===== config.mk =====
export PLATFORM = sky130hd
export DESIGN_NAME = call_panel_flat
export DESIGN_NICKNAME = d
export VERILOG_FILES = /design/src/rtl/call_panel_if.sv /design/src/rtl/call_panel.sv /design/src/flat_wrapper.sv
export SDC_FILE = /design/constraint.sdc
export NUM_CORES = 1
export LEC_CHECK = 0
export ABC_AREA = 1
export CAP_MARGIN = 20
export CORE_MARGIN = 8
export CORE_UTILIZATION = 23
export DETAILED_ROUTE_END_ITERATION = 7
export GPL_TIMING_DRIVEN = 0
export SLEW_MARGIN = 0
export SYNTH_ARGS = -nofsm -noshare
export SYNTH_HDL_FRONTEND = slang
export SYNTH_SLANG_ARGS = --single-unit
export TNS_END_PERCENT = 100

===== constraint.sdc =====
create_clock -name clk -period 2.34 [get_ports clk]
set_input_delay 0.468 -clock clk [delete_from_list [all_inputs] [get_ports clk]]
set_output_delay 0.468 -clock clk [all_outputs]
set_load 0.02 [all_outputs]

===== src/rtl/call_panel_if.sv =====
// Button / floor / lamp / door bundle between the call panel and its environment.
interface call_panel_if;
  logic       btn1;
  logic       btn2;
  logic       btn3;
  logic [1:0] floor;
  logic       moving;
  logic       led1;
  logic       led2;
  logic       led3;
  logic       door_open;
  logic [1:0] state_o;

  modport master (
    output btn1, btn2, btn3, floor, moving,
    input  led1, led2, led3, door_open, state_o
  );

  modport slave (
    input  btn1, btn2, btn3, floor, moving,
    output led1, led2, led3, door_open, state_o
  );
endinterface


===== src/rtl/call_panel.sv =====
// call_panel: button synchronisation, per-floor request lamps and door dwell FSM.
// Optional macro REQ_CANCEL_EN: a press on a lit lamp toggles it off.
module call_panel #(
  parameter logic [1:0] labelF1      = 2'b00,
  parameter logic [1:0] labelF2      = 2'b01,
  parameter logic [1:0] labelF3      = 2'b10,
  parameter int         DWELL_CYCLES = 8
) (
  input logic         clk,
  input logic         rst_n,
  call_panel_if.slave bus
);

  localparam int CW = $clog2(DWELL_CYCLES + 1);
  localparam logic [CW-1:0] DWELL_LOAD = CW'(DWELL_CYCLES - 1);
  localparam logic [2:0][1:0] LBL = {labelF3, labelF2, labelF1};

  // OPEN = 2'b01 so door_open is a straight flop bit (glitch-free).
  typedef enum logic [1:0] {
    IDLE  = 2'b00,
    OPEN  = 2'b01,
    CLOSE = 2'b10
  } state_t;

  logic [2:0]    btn_raw;
  logic [2:0]    sync1_q, sync1_d;
  logic [2:0]    sync2_q, sync2_d;
  logic [2:0]    prev_q, prev_d;
  logic [2:0]    press_q, press_d;
  logic [2:0]    led_q, led_d;
  logic [CW-1:0] cnt_q, cnt_d;
  state_t        state_q, state_d;

  logic [2:0]    here;
  logic [2:0]    svc_clr;
  logic [2:0]    rearm_blk;
  logic [2:0]    eff_press;

  assign btn_raw = {bus.btn3, bus.btn2, bus.btn1};

  // Current floor as a one-hot lane mask; 2'b11 matches no lane.
  always_comb begin
    for (int i = 0; i < 3; i++) here[i] = (bus.floor == LBL[i]);
  end

  // Two-flop synchroniser, then a registered rising-edge pulse per button.
  always_comb begin
    sync1_d = btn_raw;
    sync2_d = sync1_q;
    prev_d  = sync2_q;
    press_d = sync2_q & ~prev_q;
  end

  // Door FSM: service entry, dwell countdown, re-arm and moving abort.
  always_comb begin
    state_d   = state_q;
    cnt_d     = cnt_q;
    svc_clr   = '0;
    rearm_blk = '0;
    case (state_q)
      IDLE: begin
        if (!bus.moving && |(here & (led_q | press_q))) begin
          state_d = OPEN;
          cnt_d   = DWELL_LOAD;
          svc_clr = here;
        end
      end
      OPEN: begin
        // Presses for the floor being served re-arm instead of lighting.
        rearm_blk = here;
        if (bus.moving) begin
          state_d = IDLE;
          cnt_d   = '0;
        end else if (|(here & press_q)) begin
          cnt_d = DWELL_LOAD;
        end else if (cnt_q == '0) begin
          state_d = CLOSE;
        end else begin
          cnt_d = cnt_q - 1'b1;
        end
      end
      CLOSE:   state_d = IDLE;
      default: state_d = IDLE;
    endcase
  end

  // Lamp update: set (or toggle) on press, cleared when a service starts.
  always_comb begin
    eff_press = press_q & ~rearm_blk;
`ifdef REQ_CANCEL_EN
    led_d = (led_q ^ eff_press) & ~svc_clr;
`else
    led_d = (led_q | eff_press) & ~svc_clr;
`endif
  end

  // State registers.
  always_ff @(posedge clk or negedge rst_n) begin
    if (!rst_n) begin
      sync1_q <= '0;
      sync2_q <= '0;
      prev_q  <= '0;
      press_q <= '0;
      led_q   <= '0;
      cnt_q   <= '0;
      state_q <= IDLE;
    end else begin
      sync1_q <= sync1_d;
      sync2_q <= sync2_d;
      prev_q  <= prev_d;
      press_q <= press_d;
      led_q   <= led_d;
      cnt_q   <= cnt_d;
      state_q <= state_d;
    end
  end

  assign bus.led1      = led_q[0];
  assign bus.led2      = led_q[1];
  assign bus.led3      = led_q[2];
  assign bus.door_open = state_q[0];
  assign bus.state_o   = state_q;

endmodule


===== src/flat_wrapper.sv =====
// flat-port wrapper written by rule: the top's interface ports become plain ports
module call_panel_flat 
#(
  parameter logic [1:0] labelF1      = 2'b00,
  parameter logic [1:0] labelF2      = 2'b01,
  parameter logic [1:0] labelF3      = 2'b10,
  parameter int         DWELL_CYCLES = 8
)
  (clk, rst_n, bus_btn1, bus_btn2, bus_btn3, bus_floor, bus_moving, bus_led1, bus_led2, bus_led3, bus_door_open, bus_state_o);
  call_panel_if bus_i ();
  input logic clk;
  input logic rst_n;
  input wire logic [$bits(bus_i.btn1)-1:0] bus_btn1;
  input wire logic [$bits(bus_i.btn2)-1:0] bus_btn2;
  input wire logic [$bits(bus_i.btn3)-1:0] bus_btn3;
  input wire logic [$bits(bus_i.floor)-1:0] bus_floor;
  input wire logic [$bits(bus_i.moving)-1:0] bus_moving;
  output wire logic [$bits(bus_i.led1)-1:0] bus_led1;
  output wire logic [$bits(bus_i.led2)-1:0] bus_led2;
  output wire logic [$bits(bus_i.led3)-1:0] bus_led3;
  output wire logic [$bits(bus_i.door_open)-1:0] bus_door_open;
  output wire logic [$bits(bus_i.state_o)-1:0] bus_state_o;
  assign bus_i.btn1 = bus_btn1;
  assign bus_i.btn2 = bus_btn2;
  assign bus_i.btn3 = bus_btn3;
  assign bus_i.floor = bus_floor;
  assign bus_i.moving = bus_moving;
  assign bus_led1 = bus_i.led1;
  assign bus_led2 = bus_i.led2;
  assign bus_led3 = bus_i.led3;
  assign bus_door_open = bus_i.door_open;
  assign bus_state_o = bus_i.state_o;
  call_panel #(.labelF1(labelF1), .labelF2(labelF2), .labelF3(labelF3), .DWELL_CYCLES(DWELL_CYCLES)) u_core (.clk(clk), .rst_n(rst_n), .bus(bus_i));
endmodule

* Yosys cells after proc, flatten, opt, wreduce, memory -nomap -nowiden
Index checks and enable logic that the tools add are counted. W data, S select, Z words.
Cells by class: reductions and logical operators 10, equal/unequal tests 7, divide/modulo/power cells 0, bitwise logic cells 10, muxes and demuxes 13, shifts and indexed selects 0, order comparisons 0, $add $sub $neg 1, multipliers 0
Operator list (count):
- $mux W4 | 4
- $and A3 B3 Y3 | 5
- $mux W3 | 3
- $not A3 Y3 | 3
- $mux W2 | 4
- $pmux W4 S2 | 1
- $or A3 B3 Y3 | 2
- $reduce_and A3 Y1 | 2
- $reduce_or A3 Y1 | 2
- $eq A2 B1 Y1 const B | 2
- $logic_not A2 Y1 | 2
- $logic_not A4 Y1 | 1
- $ne A4 B3 Y1 const B | 1
- $pmux W2 S2 | 1
- $sub A4 B1 Y4 const B | 1
- $ne A3 B2 Y1 const B | 1
- $ne A3 B3 Y1 const B | 1
- $eq A2 B2 Y1 const B | 1
- $ne A2 B1 Y1 const B | 1
- $reduce_bool A2 Y1 | 1
- $logic_and A1 B1 Y1 | 1
- $logic_not A1 Y1 | 1
Storage, ports and cells: memory bits (read-only) 0, logic and storage cells 48, input bits 8, RAM bits 0, bits in latches 0, register bits 21, output and inout bits 6, memories 0

* Longest topological paths before layout
depth after elaboration 8, gate-level depth with buffers 9, gate-level depth less buffers 9

* Worst setup path before layout
No wires, ideal clock.
path kind register to register, start register u_core.cnt_q[0], end register u_core.cnt_q[0], library setup time 117 ps, slack 1041 ps, arrival time 1182 ps, stages on the path, launching flop included 10, data required time 2223 ps, period minus slack after synthesis 1299 ps, path buffers 0, path through dfrtp_1 -> inv_1 -> ha_1 -> nand2_1 -> nor2_1 -> nand4_1 -> nor2_2 -> nor2_2 -> nand3_1 -> nand2_1
Between the ends: longest elaborated chain between the ends 5, elaborated cells on any way between the ends 8, those cells by class add/sub: 1; eq/ne: 1; mux: 4; reduce/logical: 2
Ends and longest elaborated chain:
- start: declaration | RTL line call_panel.sv:31 | logic [CW-1:0] cnt_q, cnt_d;
- start signal: assignment | RTL line call_panel.sv:113 | cnt_q <= cnt_d;
- $sub A4 B1 Y4 | RTL line call_panel.sv:79 | cnt_d = cnt_q - 1'b1;
- $mux W4 | RTL line call_panel.sv:76 | end else if (cnt_q == '0) begin
- $mux W4 | RTL line call_panel.sv:74 | end else if (|(here & press_q)) begin
- $mux W4 | RTL line call_panel.sv:71 | if (bus.moving) begin
- $pmux W4 S2 | RTL line call_panel.sv:60 | case (state_q)
Several ways; a longest one is shown, not always the timed one. The select of a mux whose other input is x is not followed. A chain may end at the register's enable or synchronous reset.

* Worst setup path after layout
start register u_core.state_q[0] (netlist: u_core.bus.state_o[0]), end output bus_state_o[0]
RTL lines:
- start: declaration | RTL line call_panel.sv:32 | state_t state_q, state_d;
- start signal: assignment | RTL line call_panel.sv:114 | state_q <= state_d;
- end: declaration | RTL line flat_wrapper.sv:22 | output wire logic [$bits(bus_i.state_o)-1:0] bus_state_o;
No word-level cell between the ends.

==> out/results.tsv <==
metric	value	unit
hp-class	flop to flop	
ant_nets	0	
grt_max_degree	22	
grt_use_total	6.02	%
crit_fanout	4	
start_kind	flop	
maxSlewViolCount	0	
skew	0.00707	ns
clockRootBuffer	clkbuf_8	
crit_type	flop to output port	
synth_top_family_by_area	simple AND/OR/NAND/NOR gates	
hold_ws	0.353	ns
total_power	1.03	mW
combPwrFrac	31.9	%
antenna_found_initial	0	
arrival	1.39	ns
vias	741	
via_per_inst	4.07	
routed_wl	1.75	mm
place.gp.congestion	0.826	
dpl.cell_count	178	
areaGrowthSynthToFinish	24.7	%
required	1.87	ns
syn-num-nets	124	
crit_chain	buf_4 -> clkdlybuf4s50_1	
period_share	79.3	%
numCtsBuffers	3	
p_int	0.673	mW
switching_share	34.6	%
insertion_delay	0.27	ns
layout_setup_ws	0.485	ns
peakVddDrop	0.289	mV
core	0.00406	mm²
finalNonFillerCells	182	
cp_num_buf_inv	2	
power_density	844	mW/mm²
synth_edf_count	0	
yosysTopAreaCell	dfrtp_1	
die_w	81.2	µm
worst_setup_path_end_kind	output port	
cp_top_family	buffers and inverters	
synthTopCellsByArea	dfrtp_1 54%, nand2_1 9.2%, inv_1 8.1%	
yosysTopAreaCellShare	53.8	%
dpl_worst_slack	0.452	ns
yosys.area_share.simple	27.4	%
fmax	539	MHz
setup_viol_count_final	0	
ys_warn_count	0	
async_reset_ff_share	100	%
synth-adder-area-share	1.28	%
place.port_buffers	13	
p_switching	0.356	mW
synthTopCellsByCount	24 x nand2_1, 21 x dfrtp_1, 21 x inv_1, 11 x nand3_1, 10 x nor2_1	
synth_compound_area_share	6.27	%
max_slew.worst_pin.slew	0.921	ns
final.setup.tns	0	ns
slew_headroom	38.4	%
cts_resized	0	
power_frac_seq	44.3	%
firstDrtPassIters	5	
ios	14	
drc_errors	0	
clock_sinks	21	
ys_seq_elements	21	
maxCapViolations	0	
p_leak	0.620	nW
wire_per_inst	9.63	µm
r2r_slack	0.87	ns
cts_max_level	1	
grt_pass1_vias	698	
grt_overflow	0	
die_h	81.2	µm
clk_path_buf_depth	2	
layout-drive-gt1-share	12.9	%
critPathSlowestCell	clkdlybuf4s50_1	
clkPwrFrac	23.8	%
path_clk_slew	0.08	ns
post_cts_buffers	0	
diodes	0	
ctsHoldBuffers	0	
synthMuxAreaShare	0	%
dr.first_iter.drc_count	31	
yosysSeqAreaShare	53.8	%
grt_setup_unrepaired	no	
hold_violations	0	
min_period	1.86	ns
syn_area_per_cell	8.50	µm²
die_area	0.00659	mm²
syn_inst	115	
initial_core_util	24.1	%
synth.distinct_cells	19	
synth.most_common_cell	nand2_1	
row_count	23	
dp_hpwl	1.34	mm
cts_tree	built	
synth_area	977	µm²
status	completed	
layout.nets	142	
synthXorXnorAreaFrac	0.896	%
critical_path.max_stage_delay	0.59	ns
grt_pass1_wl	3.07	mm
fillCellCount	424	
synth_top_flop_cell	dfrtp_1	
## metal layers
metal / track usage [%] / part of all wire [%] / up-vias
li1: - / - / 384
met1: 7.08 / 49 / 339
met2: 9.38 / 46 / 14
met3: 2.54 / 3.7 / 4
met4: 2.68 / 1.2 / 0
met5: 0 / 0 / -
## power by group through the flow
stage               logic (mW)  clock network (mW)  registers, mW
floorplan                0.210                   0          0.474
CTS                      0.332               0.256          0.457
global route             0.379               0.264          0.463
finish                   0.329               0.245          0.456
global placement         0.332                   0          0.462
detailed placement       0.330                   0          0.464
## layout by cell type (no fill, tap or decap), types with 2 or more instances in the layout
cell type / instances
nand2_4: 2
nor2_1: 10
inv_2: 4
nand2_1: 24
nand4_1: 2
clkbuf_8: 3
dfrtp_1: 21
o21bai_1: 3
nand3_1: 11
o21ai_1: 3
a21oi_1: 2
nor2_2: 4
nand3_2: 2
clkdlybuf4s50_1: 13
inv_1: 21
## logic make-up (layout without fill, tap and decap cells)
kind of cell,count (synthesis),after routing
buf+inv,26,43
flops,21,21
fa+ha+maj,1,1
compound gates,10,10
simple gates,56,56
xor+xnor,1,1
## state kept, by name (all words and copies together) (netlist names)
| name | flops |
|---|---|
| u_core.bus.state_o | 2 |
| u_core.cnt_q | 4 |
| u_core.led_q | 3 |
| u_core.press_q | 3 |
| u_core.prev_d | 3 |
| u_core.prev_q | 3 |
| u_core.sync1_q | 3 |
## metrics by stage
step | area [µm²] | utilization, %
after global routing | 1220 | 30.0
final | 1220 | 30.0
after CTS | 1220 | 30.0
after floorplan | 977 | -
after detailed placement | 1170 | 28.8
after global placement | 1170 | 28.8
## final timing paths
check / start / end / cells past startpoint
max: u_core.bus.state_o[0] / bus_state_o[0] / 2
min: u_core.sync1_q[2] / u_core.prev_d[2] / 0
max reg2reg: u_core.cnt_q[0] / u_core.cnt_q[0] / 9
min reg2reg: u_core.sync1_q[2] / u_core.prev_d[2] / 0
max in group asynchronous: rst_n / u_core.press_q[1] / 1
min in group asynchronous: rst_n / u_core.led_q[2] / 1
## area by class of cell
cell class / instances / area (µm²) / area share, %
inverter: 25 / 93.8 / 7.70
clock buffer: 3 / 41.3 / 3.39
buffer: 1 / 7.51 / 0.616
sequential: 21 / 526 / 43.1
clock inverter: 1 / 7.51 / 0.616
tap: 50 / 62.6 / 5.13
multi-input combinational: 68 / 350 / 28.7
timing repair buffer: 13 / 130 / 10.7
Power figures use the tool's default switching activity.
